`src/rtl/aes128_package.sv`:
```
// Shared constants and helpers for the masked AES-128 datapath: per-stage HPC3
// randomness budgets of the 3-stage GF(2^8) inverse and a ceiling-log2 helper.
package aes128_package;

  function automatic int unsigned hpc3_share_pairs(input int unsigned num_shares);
    return (num_shares * (num_shares - 1)) / 2;
  endfunction

  // Stage 1: one GF(2^4) HPC3 product, 2 fresh bits per share pair and product bit.
  function automatic int unsigned stage_1_hpc3_randoms(input int unsigned num_shares);
    return 8 * hpc3_share_pairs(num_shares);
  endfunction

  function automatic int unsigned stage_2_hpc3_randoms(input int unsigned num_shares);
    return 4 * hpc3_share_pairs(num_shares);
  endfunction

  // Stage 3: two parallel GF(2^4) HPC3 products.
  function automatic int unsigned stage_3_hpc3_randoms(input int unsigned num_shares);
    return 16 * hpc3_share_pairs(num_shares);
  endfunction

  function automatic int unsigned clog2_ceil(input int unsigned value);
    int unsigned width;
    width = 0;
    for (int i = 0; i < 32; i++) begin
      if ((64'd1 << i) < 64'(value)) begin
        width = i + 1;
      end
    end
    return width;
  endfunction

endpackage

```
`src/rtl/masked_rand_beat_buffer.sv`:
```
// Packs PRNG beats into one randomness set; reports FULL and clears on consume,
// optionally refilling slot 0 in the same cycle.
module masked_rand_beat_buffer
  import aes128_package::*;
#(
  parameter int unsigned RAND_BEAT = 32,
  parameter int unsigned N_BEATS   = 1,
  parameter int unsigned DATA_W    = 32,
  parameter int unsigned CNT_W     = clog2_ceil(N_BEATS + 1)
) (
  input  logic                 in_clock,
  input  logic                 in_reset,
  input  logic                 in_flush,
  input  logic                 in_xfer,
  input  logic                 in_consume,
  input  logic [RAND_BEAT-1:0] in_rand,
  output logic                 out_full,
  output logic [DATA_W-1:0]    out_data
);

  localparam int unsigned BUF_W = N_BEATS * RAND_BEAT;

  logic [CNT_W-1:0]  r_count;
  logic [CNT_W-1:0]  w_count_base;
  logic [CNT_W-1:0]  w_count_d;
  logic [DATA_W-1:0] r_buf;
  logic [BUF_W-1:0]  w_buf_base;
  logic [BUF_W-1:0]  w_buf_next;
  logic              w_unused_hi;

  // A transfer is only offered while a slot is free, so the write never runs past the buffer.
  always_comb begin
    w_count_base             = in_consume ? '0 : r_count;
    w_buf_base               = '0;
    w_buf_base[DATA_W-1:0]   = in_consume ? '0 : r_buf;
    w_buf_next               = w_buf_base;
    if (in_xfer) begin
      w_buf_next[int'(w_count_base) * RAND_BEAT +: RAND_BEAT] = in_rand;
    end
    w_count_d = w_count_base + CNT_W'(in_xfer);
  end

  // Beat bits beyond DATA_W are dropped here.
  assign w_unused_hi = ^w_buf_next;

  always_ff @(posedge in_clock or negedge in_reset) begin
    if (!in_reset) begin
      r_count <= '0;
      r_buf   <= '0;
    end else if (in_flush) begin
      r_count <= '0;
      r_buf   <= '0;
    end else begin
      r_count <= w_count_d;
      r_buf   <= w_buf_next[DATA_W-1:0];
    end
  end

  assign out_full = (r_count == CNT_W'(N_BEATS));
  assign out_data = r_buf;

endmodule

```
`src/rtl/masked_3stage_inv_rand_seq.sv`:
```
// Sequencer for the masked 3-stage GF(2^8) inverse: admits an operation only with a full
// randomness set and hands each stage its slice in the cycle that stage consumes it.
module masked_3stage_inv_rand_seq
  import aes128_package::*;
#(
  parameter int unsigned NUM_SHARES = 2,
  parameter int unsigned R1         = stage_1_hpc3_randoms(NUM_SHARES),
  parameter int unsigned R2         = stage_2_hpc3_randoms(NUM_SHARES),
  parameter int unsigned R3         = stage_3_hpc3_randoms(NUM_SHARES),
  parameter int unsigned RAND_BEAT  = 32
) (
  input  logic                 in_clock,
  input  logic                 in_reset,
  input  logic                 in_valid,
  output logic                 out_ready,
  input  logic [RAND_BEAT-1:0] in_rand,
  input  logic                 in_rand_valid,
  output logic                 out_rand_ready,
  input  logic                 in_flush,
  output logic [R1-1:0]        out_random_s1,
  output logic [R2-1:0]        out_random_s2,
  output logic [R3-1:0]        out_random_s3,
  output logic                 out_valid_t1,
  output logic                 out_valid_t2,
  output logic                 out_valid_t3
);

  localparam int unsigned R_TOTAL    = R1 + R2 + R3;
  localparam int unsigned N_BEATS    = (R_TOTAL + RAND_BEAT - 1) / RAND_BEAT;
  localparam int unsigned BEAT_CNT_W = clog2_ceil(N_BEATS + 1);

  logic               w_full;
  logic               w_fire;
  logic               w_xfer;
  logic [R_TOTAL-1:0] w_data;
  logic [2:0]         r_valid;
  logic [R2-1:0]      r_s2;
  logic [R3-1:0]      r_s3_hold;
  logic [R3-1:0]      r_s3;

  assign out_ready      = w_full & ~in_flush;
  assign w_fire         = in_valid & out_ready;
  assign out_rand_ready = ~in_flush & (~w_full | w_fire);
  assign w_xfer         = in_rand_valid & out_rand_ready;

  masked_rand_beat_buffer #(
    .RAND_BEAT (RAND_BEAT),
    .N_BEATS   (N_BEATS),
    .DATA_W    (R_TOTAL),
    .CNT_W     (BEAT_CNT_W)
  ) u_beat_buffer (
    .in_clock   (in_clock),
    .in_reset   (in_reset),
    .in_flush   (in_flush),
    .in_xfer    (w_xfer),
    .in_consume (w_fire),
    .in_rand    (in_rand),
    .out_full   (w_full),
    .out_data   (w_data)
  );

  // Slice registers load zero when idle so no stale random bits ever reach a stage.
  always_ff @(posedge in_clock or negedge in_reset) begin
    if (!in_reset) begin
      r_valid   <= '0;
      r_s2      <= '0;
      r_s3_hold <= '0;
      r_s3      <= '0;
    end else if (in_flush) begin
      r_valid   <= '0;
      r_s2      <= '0;
      r_s3_hold <= '0;
      r_s3      <= '0;
    end else begin
      r_valid   <= {r_valid[1:0], w_fire};
      r_s2      <= w_fire ? w_data[R1+R2-1:R1] : '0;
      r_s3_hold <= w_fire ? w_data[R_TOTAL-1:R1+R2] : '0;
      r_s3      <= r_s3_hold;
    end
  end

  assign out_random_s1 = w_fire ? w_data[R1-1:0] : '0;

  // A flush kills in-flight operations in the flush cycle itself, not one cycle later.
  assign out_random_s2 = in_flush ? '0 : r_s2;
  assign out_random_s3 = in_flush ? '0 : r_s3;
  assign out_valid_t1  = r_valid[0] & ~in_flush;
  assign out_valid_t2  = r_valid[1] & ~in_flush;
  assign out_valid_t3  = r_valid[2] & ~in_flush;

endmodule

```
`config.mk`:
```
export PLATFORM = sky130hd
export DESIGN_NAME = masked_3stage_inv_rand_seq
export DESIGN_NICKNAME = d
export VERILOG_FILES = /design/src/rtl/aes128_package.sv /design/src/rtl/masked_rand_beat_buffer.sv /design/src/rtl/masked_3stage_inv_rand_seq.sv
export SDC_FILE = /design/constraint.sdc
export NUM_CORES = 1
export LEC_CHECK = 0
export BUFFER_PORTS_ARGS = -buffer_cell sky130_fd_sc_hd__buf_2
export CAP_MARGIN = 40
export CORE_ASPECT_RATIO = 1.4
export CORE_UTILIZATION = 57
export DETAILED_ROUTE_END_ITERATION = 6
export GPL_TIMING_DRIVEN = 1
export MAX_ROUTING_LAYER = met4
export PLACE_DENSITY_LB_ADDON = 0.1
export SLEW_MARGIN = 25
export SYNTH_ARGS = -nofsm -noshare
export SYNTH_HDL_FRONTEND = slang
export SYNTH_SLANG_ARGS = --single-unit
export TNS_END_PERCENT = 5
```
`constraint.sdc`:
```
create_clock -name in_clock -period 1.7 [get_ports in_clock]
set_input_delay 0.085 -clock in_clock [delete_from_list [all_inputs] [get_ports in_clock]]
set_output_delay 0.085 -clock in_clock [all_outputs]
set_load 0.01 [all_outputs]
```
== After elaboration in Yosys (flattened, before gate mapping) ==
Index checks and enable logic that the tools add are counted.
Storage, ports and cells
  memories: 0
  memory bits (writable): 0
  bits in registers: 68
  input port bits: 37
  memory bits (read-only): 0
  logic and storage cells: 35
  latch bits: 0
  output and inout bits: 33
Cells by class
  reduce and logical (&&, ||, !) cells: 0
  add/sub/neg operators: 2
  bitwise operators: 10
  $lt $le $gt $ge: 0
  shift-type cells: 2
  div/mod/pow operators: 0
  $mul: 0
  equality and inequality tests: 0
  mux-type cells: 15
Operator list (number)
  $mux W28: 3
  $mux W16: 4
  $neg A6 Y34: 1
  $shift A32 B34 Y32 const A: 1
  $shiftx A32 B34 Y32: 1
  $bwmux W32: 1
  $mux W4: 3
  $mux W8: 1
  $and A1 B1 Y1: 7
  $mux W3: 1
  $mux W1: 2
  $not A1 Y1: 2
  $add A1 B1 Y1: 1
  $or A1 B1 Y1: 1

== Depth between registers and ports, before layout ==
  word-level depth: 9
  gate-level depth with buffers: 5
  gate-level depth less buffers: 2

== By module ==
Synthesis repeated with hierarchy kept, for this count alone.
Unflattened totals
  cells, all modules: 250
  area total of the unflattened synthesis: 2955.3 um^2
Modules (own cells, without submodules)
  masked_3stage_inv_rand_seq: instances 1, cells each 119, seq. area each 975.9 um^2, area each 1514.0 um^2
  masked_rand_beat_buffer: instances 1, cells each 131, seq. area each 725.7 um^2, area each 1441.4 um^2

== Worst setup path after synthesis ==
OpenSTA, ideal clock, no wires.
  path type: register to register
  start: register u_beat_buffer.r_count (netlist: u_beat_buffer.out_full)
  end: register u_beat_buffer.r_buf[10] (netlist: u_beat_buffer.out_data[10])
  clock period less this slack: 1.087 ns
  stages on the path, launching flop included: 4
  required time: 1.599 ns
  slack: 0.613 ns
  setup time: 0.101 ns
  arrival time: 0.986 ns
  buffers on the path: 1
  path through: dfrtp_1 mux2_4 buf_2 o32ai_1
On the way
  cells in the longest elaborated chain, start to end: 8
  elaborated cells on any way between the ends: 14
  those cells by class: add/sub (1); shift (2); mux (5); bitwise (6)
Ends and longest elaborated chain
  start, declared: line masked_rand_beat_buffer.sv:23  | logic [CNT_W-1:0] r_count;
  start signal, assigned: line masked_rand_beat_buffer.sv:54  | r_count <= w_count_d;
  $and A1 B1 Y1: line masked_3stage_inv_rand_seq.sv:41  | assign out_ready = w_full & ~in_flush;
  $and A1 B1 Y1: line masked_3stage_inv_rand_seq.sv:42  | assign w_fire = in_valid & out_ready;
  $mux W1: line masked_rand_beat_buffer.sv:33  | w_count_base = in_consume ? '0 : r_count;
  $neg A6 Y34: line masked_rand_beat_buffer.sv:38  | w_buf_next[int'(w_count_base) * RAND_BEAT +: RAND_BEAT] = in_rand;
  $shiftx A32 B34 Y32 / $shift A32 B34 Y32 (equally long branches): line masked_rand_beat_buffer.sv:38
  $bwmux W32: line masked_rand_beat_buffer.sv:38
  $mux W28 (*): line masked_rand_beat_buffer.sv:37  | if (in_xfer) begin
  $mux W28 (*): line masked_rand_beat_buffer.sv:50  | end else if (in_flush) begin
  end signal, assigned: line masked_rand_beat_buffer.sv:55  | r_buf <= w_buf_next[DATA_W-1:0];
  end, declared: line masked_rand_beat_buffer.sv:26  | logic [DATA_W-1:0] r_buf;
Every way passes the cells marked *; elsewhere a longest branch is shown, timed or not.

== Final worst setup path ==
  start: register u_beat_buffer.r_count (netlist: u_beat_buffer.out_full)
  end: output port out_random_s1[5]
On the way
  cells in the longest elaborated chain, start to end: 3
Ends and longest elaborated chain
  $and A1 B1 Y1: line masked_3stage_inv_rand_seq.sv:41
  $and A1 B1 Y1: line masked_3stage_inv_rand_seq.sv:42
  $mux W8: line masked_3stage_inv_rand_seq.sv:82  | assign out_random_s1 = w_fire ? w_data[R1-1:0] : '0;
  end, declared: line masked_3stage_inv_rand_seq.sv:20  | output logic [R1-1:0] out_random_s1,
Every way passes these cells.

==> flow_summary_export.csv <==
group,metric,value,unit
synthesis,synth_area,2880,sq um
sta,clock.fmax,0.660,GHz
sta,finalSetupViolCount,0,
synthesis,synthCells,247,
setup_path,cp_num_buf_inv,1,
synthesis,ys_seq_elements,68,
drt,vias_per_cell,5.00,
outcome,outcome,"completed",
grt,grt_use_total,21.1,%
clocking,htreeDepth,3,
synthesis,synth_area_leaders,"dfrtp_1 59%, nand2b_1 12%, nor2b_1 8.9%",
power,vdd_drop_max,0.620,mV
die,die_y,86.1,microns
synthesis,async_flop_share,100,%
setup_path,crit_family,"simple AND/OR/NAND/NOR gates",
synthesis,synth_ff_type,"dfrtp_1",
sta,hold_viol,0,
clocking,root_buffer,"clkbuf_8",
setup_path,start_kind,"flip-flop",
die,die_x,62.1,microns
sta,layout_min_cycle_time,1.51,ns
power,cellLeakagePower,1.68,nW
clocking,cts.reportedPaths.clkPinSlew,0.07,ns
clocking,cts_setup_buffers,0,
setup_path,path_class,"flip-flop to output pin",
layout,diodes,0,
run,drv_cap,0,
synthesis,synth_cell_types,14,
setup_path,crit_fanout,29,
setup_path,endpoint_kind,"output pin",
grt,grt_pass1_vias,1720,
drt,drc,0,
grt,antenna_found_initial,0,
sta,hold_ws,0.0125,ns
die,row_count,30,
sta,clock_skew,0.00495,ns
die,start_util,59.4,%
layout,nFillCells,360,
layout,layout.nets,344,
placed_design,port-buffer-count,65,
placed_design,globalplace.congestion,0.720,
setup_path,cpMaxStageDelayCell,"and3b_4",
die,pin_count,70,
die,coreArea,4840,sq um
drt,drt_iter0_drc,70,
setup_path,required,1.62,ns
clocking,cts_made_buffers,9,
synthesis,synth.most_common_cell,"dfrtp_1",
clocking,clk_latency,0.32,ns
worst_hold_path,hold_class,"input port to flip-flop",
power,power_density,880,nW/um^2
clocking,max-clock-path-buffers,2,
synthesis,synth_edf_count,0,
die,die_area,5340,sq um
synthesis,synth.top_cells.by_count,"68 x dfrtp_1, 56 x nand2b_1, 41 x nor2b_1",
drt,wl_per_cell,12.9,microns
grt,grt_pass1_wl,7910,microns
grt,overflow,0,
setup_path,cp.arrival,1.43,ns
drt,dr.pass1.iters,4,
setup_path,cpPeakStageDelay,0.42,ns
layout,area_growth,17.6,%
clocking,clkSinkCount,68,
synthesis,synth_top_area_share,59.1,%
sta,rsz0062_at_grt,"no",
layout,final_area,3380,sq um
drt,routed_wl,4840,microns
sta,slew_headroom,48.7,%
sta,slew_violations,0,
drt,vias,1876,
sta,worstMarginPinSlew,0.770,ns
grt,grt_max_degree,99,
synthesis,netlist.top_cell.by_area,"dfrtp_1",
placed_design,dp_hpwl,2790,microns
synthesis,syn_nets,284,
setup_path,path_cells,"and3b_4 -> and2_1 -> buf_2",
synthesis,yosysWarningCount,0,
clocking,cts_tree,"built",
synthesis,syn_area_per_cell,11.7,sq um
placed_design,place_area,3220,sq um
synthesis,ys_seq_area_share,59.1,%
sta,post-route-period-util,89.1,%
drt,ant_nets,0,
sta,setup_tns,0,ns
layout,layout-drive-gt1-share,27.3,%
power breakdown:
part	internal [W]	switching, W	leakage (nW)
combinational	0.000110	0.000146	0.668
clock	0.000515	0.000522	0.0800
sequential	0.00167	0.0000199	0.931
worst reg2reg max path: stages, from the launching register on:
cell and delay (ns):
dfrtp_1 0.41, nor2b_2 0.19, buf_4 0.21, o32ai_1 0.33
cells by family after synthesis:
group / share of synthesized area, %
flops: 59.1
mux: 0.522
compound gates: 8.87
buf+inv: 3.87
simple gates: 27.6
per-layer routing:
metal | GRT usage (%) | up-vias | part of all wire, %
met5 | - | - | 0
met4 | 7.88 | 0 | 1.6
met3 | 5.43 | 8 | 4.5
met2 | 30.7 | 59 | 48
met1 | 28.3 | 873 | 46
li1 | - | 936 | -
per-stage QoR:
| stage | total power, W | util [%] | cells | worst slack [ns] |
|---|---|---|---|---|
| 3_5_place_dp | 0.00197 | 66.5 | 359 | 0.107 |
| 2_1_floorplan | 0.00186 | - | 247 | 0.613 |
| 3_3_place_gp | 0.00197 | 66.5 | 359 | 0.174 |
| 6_report | 0.00298 | 69.9 | 375 | 0.186 |
| 4_1_cts | 0.00301 | 69.8 | 375 | 0.0646 |
| 5_1_grt | 0.00313 | 69.9 | 375 | 0.0670 |
cell type report:
cell class	count	area (sq um)	share of cell area, %
repair buffers	70	378	11.2
well taps	64	80.1	2.37
flip-flops and latches	68	1700	50.3
clock inverters	3	15.0	0.444
multi-input cells	157	1070	31.6
inverters	1	3.75	0.111
clock buffers	12	135	3.99
path summary, 6_finish.rpt:
path / slack, ns / startpoint / end / depth (start not counted)
worst max-delay path: 0.19 / u_beat_buffer.out_full$_DFF_PN0_ / out_random_s1[5] / 3
worst min-delay path: 0.01 / in_rand[2] / u_beat_buffer.out_data[2]$_DFF_PN0_ / 3
min in group asynchronous: 0.31 / in_reset / r_s3[11]$_DFF_PN0_ / 3
worst max register to register: 0.45 / u_beat_buffer.out_full$_DFF_PN0_ / u_beat_buffer.out_data[18]$_DFF_PN0_ / 3
max in group asynchronous: 1.12 / in_reset / u_beat_buffer.out_data[17]$_DFF_PN0_ / 3
worst min register to register: 0.46 / r_s3_hold[5]$_DFF_PN0_ / r_s3[5]$_DFF_PN0_ / 1
registers in the layout (all words and copies together), names as in the netlist:
name	cells
u_beat_buffer.out_data	28
r_s2	4
r_s3_hold	16
r_valid	3
r_s3	16
u_beat_buffer.out_full	1
what timing repair did:
action | CTS | global route
endpoints found under the setup margin | 8 | 8
gates resized for setup | 1 | 1
endpoints found under the hold margin | 68 | 0
hold buffers | 1 | 0
layout by cell type, fill, tap and decap left out:
cell type and n:
dfrtp_1 68, buf_2 65, nand2b_1 56, nor2b_1 40, o32ai_1 28, and2_1 28
clkbuf_8 9, clkbuf_1 3, clkinv_2 3, buf_4 3, nor2b_2 1, nor2_1 1
inv_2 1, mux2_4 1, and3b_4 1, o21ba_1 1, dlygate4sd3_1 1, buf_12 1
Note: power is estimated with default switching activity, not from simulation.
